===== src/rtl/pool_window_buffer.sv =====
// pool_window_buffer
//   Gathers non-overlapping STRIDE_SIZE x STRIDE_SIZE windows from a
//   row-major raster pixel stream. The windows feed a max-pool stage.
//
// Ports
//   clock          : single clock; all state updates on its rising edge
//   sreset_n       : asynchronous active-low reset
//   data_in        : one pixel (DATA_WIDTH bits, treated as opaque bits)
//   data_in_valid  : accepts data_in on this edge; there is no backpressure
//   window_out     : packed window; element e = r*S + c sits at
//                    [(e+1)*DATA_WIDTH-1 : e*DATA_WIDTH] (r=0 is the top row, c=0 the left column)
//   window_valid   : one-cycle qualifier for window_out; registered, latency 1
//   frame_done     : one-cycle pulse after the last pixel of a frame
module pool_window_buffer #(
  parameter int STRIDE_SIZE = 2,
  parameter int DATA_WIDTH  = 16,
  parameter int ROW_SIZE    = 4,
  parameter int COLUMN_SIZE = 4
) (
  input  logic                                       clock,
  input  logic                                       sreset_n,
  input  logic [DATA_WIDTH-1:0]                      data_in,
  input  logic                                       data_in_valid,
  output logic [STRIDE_SIZE*STRIDE_SIZE*DATA_WIDTH-1:0] window_out,
  output logic                                       window_valid,
  output logic                                       frame_done
);

  localparam int S        = STRIDE_SIZE;
  localparam int COL_W    = (ROW_SIZE > 1) ? $clog2(ROW_SIZE) : 1;
  localparam int ROW_W    = (COLUMN_SIZE > 1) ? $clog2(COLUMN_SIZE) : 1;
  // Previous S-1 full rows plus the current row's last S-1 pixels.
  localparam int unsigned HIST_LEN = (S - 1) * ROW_SIZE + (S - 1);
  localparam int COL_LAST = (ROW_SIZE / S) * S - 1;
  localparam int ROW_LAST = (COLUMN_SIZE / S) * S - 1;

  logic [COL_W-1:0]      col;
  logic [ROW_W-1:0]      row;
  logic [DATA_WIDTH-1:0] hist [HIST_LEN];
  logic [S*S*DATA_WIDTH-1:0] win_next;
  logic                  col_hit;
  logic                  row_hit;
  logic                  col_wrap;
  logic                  row_wrap;

  // Raster history as one shift register: hist[k] is the pixel accepted
  // k+1 pixels before the current one. Storage is deliberately not reset;
  // the counters restart at row 0 after reset, so the first window cannot
  // reach any pixel from before the reset.
  always_ff @(posedge clock) begin
    if (data_in_valid) begin
      hist[0] <= data_in;
      for (int unsigned i = 1; i < HIST_LEN; i++) begin
        hist[i] <= hist[i-1];
      end
    end
  end

  // Window element (r,c) lies a fixed number of pixels back from the
  // completing pixel (bottom-right, which is data_in itself).
  for (genvar r = 0; r < S; r++) begin : g_row
    for (genvar c = 0; c < S; c++) begin : g_col
      localparam int BACK = (S - 1 - r) * ROW_SIZE + (S - 1 - c);
      localparam int E    = r * S + c;
      if (BACK == 0) begin : g_cur
        assign win_next[E*DATA_WIDTH +: DATA_WIDTH] = data_in;
      end else begin : g_hist
        assign win_next[E*DATA_WIDTH +: DATA_WIDTH] = hist[BACK-1];
      end
    end
  end

  always_comb begin
    col_hit  = ((int'(col) % S) == S - 1) && (int'(col) <= COL_LAST);
    row_hit  = ((int'(row) % S) == S - 1) && (int'(row) <= ROW_LAST);
    col_wrap = (col == COL_W'(ROW_SIZE - 1));
    row_wrap = (row == ROW_W'(COLUMN_SIZE - 1));
  end

  always_ff @(posedge clock or negedge sreset_n) begin
    if (!sreset_n) begin
      col          <= '0;
      row          <= '0;
      window_valid <= 1'b0;
      frame_done   <= 1'b0;
      window_out   <= '0;
    end else begin
      window_valid <= 1'b0;
      frame_done   <= 1'b0;
      if (data_in_valid) begin
        if (col_hit && row_hit) begin
          window_valid <= 1'b1;
          window_out   <= win_next;
        end
        if (col_wrap) begin
          col <= '0;
          if (row_wrap) begin
            row        <= '0;
            frame_done <= 1'b1;
          end else begin
            row <= row + 1'b1;
          end
        end else begin
          col <= col + 1'b1;
        end
      end
    end
  end

endmodule

===== config.mk =====
export PLATFORM = sky130hd
export DESIGN_NAME = pool_window_buffer
export DESIGN_NICKNAME = d
export VERILOG_FILES = /design/src/rtl/pool_window_buffer.sv
export SDC_FILE = /design/constraint.sdc
export NUM_CORES = 1
export LEC_CHECK = 0
export ABC_CLOCK_PERIOD_IN_PS = 1500
export CELL_PAD_IN_SITES_DETAIL_PLACEMENT = 0
export CELL_PAD_IN_SITES_GLOBAL_PLACEMENT = 1
export CORE_MARGIN = 1.5
export CORE_UTILIZATION = 46
export CTS_CLUSTER_DIAMETER = 80
export CTS_CLUSTER_SIZE = 28
export DETAILED_ROUTE_END_ITERATION = 8
export HOLD_SLACK_MARGIN = 0.03
export PLACE_DENSITY = 0.83
export SLEW_MARGIN = 20
export SYNTH_ARGS = -nofsm -noshare
export SYNTH_HDL_FRONTEND = slang
export SYNTH_SLANG_ARGS = --single-unit

===== constraint.sdc =====
create_clock -name clock -period 1.5 [get_ports clock]
set_input_delay 0.3 -clock clock [delete_from_list [all_inputs] [get_ports clock]]
set_output_delay 0.3 -clock clock [all_outputs]
set_load 0.005 [all_outputs]

==> out/metrics.yaml <==
worst_setup_path:
  path_class: "reg -> reg"
  crit_chain: "and3_4 -> buf_12 -> mux2_2"
  cp_num_buf_inv: 1
  crit_family: "flip-flops"
  path_max_fanout: 31
  worst_path_max_delay_cell: "dfrtp_1"
  worst_setup_path_end_kind: "flip-flop"
  critPathMaxStageDelay_ps: 380
  crit_required_ps: 1780
  startpoint_type: "flip-flop"
  critical_path_arrival_ps: 1660
sta:
  slew_violations: 0
  hold_viol: 0
  hold_ws_ps: 335
  worst_slack_ps: 122
  slew_headroom_pct: 70.9
  fmax_mhz: 726
  rsz0062_at_grt: "false"
  tightestPinTransition_ps: 436
  setup_tns_ps: 0
  fin_skew_ps: 5.99
  fin_crit_ps: 1380
  setup_viol: 0
  finalCritPeriodShare_pct: 91.8
detailed_routing:
  wl_per_cell_um: 15.7
  drtIter0Drc: 92
  totalWireLength_um: 7850
  drc: 0
  vias: 2344
  first_pass_iters: 4
  ant_nets: 0
  viasPerCell: 4.68
global_routing:
  grt.overflow.total: 0
  grt_pass1_wl_um: 12600
  grt_max_degree: 85
  track_usage_pct: 14.4
  antenna_found_initial: 0
  first_global_vias: 2457
placed_design:
  place.port_buffers: 84
  gp_congestion: 0.736
  dp_hpwl_um: 4730
  place_ws_ps: 118
logic_synthesis:
  synth_enable_flop_cells: 80
  synth_seq_cells: 150
  syn_avg_cell_area_um2: 22.8
  postSynthCellCount: 232
  synth.distinct_cells: 11
  synth_area_um2: 5290
  synth_warnings: 0
  synth_top_area_cell: "edfxtp_1"
  synth_commonest_cells: "edfxtp_1, dfrtp_1, mux2_4, mux2_2, buf_12"
  synth.area.top_cells: "edfxtp_1, dfrtp_1, mux2_4, mux2_2, buf_12"
  ys_seq_area_share_pct: 78.6
  synthArstFlopShare_pct: 46.7
  yosysTopAreaCellShare_pct: 45.5
  synth.most_common_cell: "edfxtp_1"
  synth_nets: 253
  synth-main-ff-cell: "edfxtp_1"
cts:
  htreeDepth: 4
  cts.path.max_buffers: 2
  clk_latency_ps: 400
  clock-sinks: 150
  path_clk_slew_ps: 60
  cts_buffers: 17
  cts_tree: "built"
  root_buffer: "clkbuf_16"
outcome:
  status: "finished, final reports clean"
pwr:
  p_leak_nw: 2.92
  p_per_area_nw_per_um2: 2030
  max-vdd-ir-drop_mv: 1.10
cells_and_area:
  nets: 369
  fillers: 811
  multi_input_area_um2: 1000
  seqCellArea_um2: 4150
  syn_to_final_growth_pct: 30.8
  antenna_cells: 0
  drive_above_1_share_pct: 33.5
hold_path:
  hold_path_class: "in -> async"
die:
  initial_core_util_pct: 47.9
  coreArea_um2: 11000
  die_w_um: 110
  io_pins: 85
  die_y_um: 110
  die_area_um2: 12100
  rows: 38
flow_run:
  max_cap_violations: 0
-- routing by layer --
| layer | track usage (%) | up-vias | share of wire (%) |
|---|---|---|---|
| li1 | - | 1099 | - |
| met1 | 20.0 | 1182 | 47 |
| met2 | 21.3 | 58 | 47 |
| met3 | 4.29 | 5 | 4.5 |
| met4 | 6.04 | 0 | 1.1 |
| met5 | 0 | - | 0 |
-- worst paths after layout --
kind | startpoint | to | slack [ps] | cells past startpoint
max | col[0] | window_out[14] | 120 | 3
min | sreset_n | row[1] | 330 | 2
max reg2reg | col[0] | window_out[14] | 120 | 3
min reg2reg | hist[1][9] | hist[2][9] | 420 | 0
max in group asynchronous | sreset_n | window_out[17] | 630 | 3
min in group clock | hist[1][9] | hist[2][9] | 420 | 0
-- worst register-to-register path, cell delays in order, from the launching register on --
cell and delay, ps:
dfrtp_1 380, and3_4 230, buf_12 250, mux2_2 390
-- kinds of logic (layout without fill, tap and decap cells) --
| kind of cell | after synthesis | after routing | synth area share (%) |
|---|---|---|---|
| adders and majority gates | 2 | 2 | 0.473 |
| buffers and inverters | 7 | 136 | 2.41 |
| DFF | 150 | 150 | 78.6 |
| muxes | 68 | 68 | 18.0 |
| and+or+nand+nor | 5 | 5 | 0.545 |
-- flip-flops by register name, indices dropped and copies added, names as in the netlist --
name          cells
hist             80
window_out       64
col               2
row               2
frame_done        1
window_valid      1
-- report_power, final --
part / switching, W / total [W] / leakage [nW] / internal [W]
sequential: 0.000568 / 0.00605 / 1.62 / 0.00548
combinational: 0.00112 / 0.00361 / 1.00 / 0.00250
clock: 0.00161 / 0.00441 / 0.301 / 0.00280
total: 0.00329 / 0.0141 / 2.92 / 0.0108
-- cell type report --
cell class / count / share of cell area [%]
Multi-Input combinational cell: 75 / 14.5
Timing Repair Buffer: 104 / 13.8
Sequential cell: 150 / 60.1
Clock inverter: 14 / 2.86
Tap cell: 140 / 2.53
Clock buffer: 18 / 6.21
-- timing repair --
action                                  in CTS  in global routing
hold endpoints to repair                    22                  0
setup buffers                               14                  0
hold buffers                                 1                  0
endpoints found under the setup margin      66                  0
gates resized for setup                     66                  0
-- stage by stage --
stage	total power [W]	cells	utilization (%)	instance area, um2
after CTS	0.0143	501	62.7	6920
final	0.0141	501	62.7	6920
after global placement	0.0101	454	56.7	6260
after floorplan	0.00801	232	-	5290
after detailed placement	0.0102	454	56.7	6260
after global routing	0.0148	501	62.7	6920
-- cells in the final DEF (no fill, tap or decap), types with 2 or more instances in the layout --
cell type,synthesis,final
nor2_1,2,2
clkinv_4,0,3
clkdlybuf4s50_1,0,16
ha_1,2,2
clkinvlp_4,0,2
buf_12,6,4
clkinv_2,0,2
mux2_4,49,49
inv_6,0,3
dfrtp_1,70,70
edfxtp_1,80,80
dlygate4sd2_1,0,66
mux2_2,19,19
clkbuf_16,0,17
bufinv_16,0,4
buf_4,1,17
Note: power is estimated with default switching activity, not from simulation.
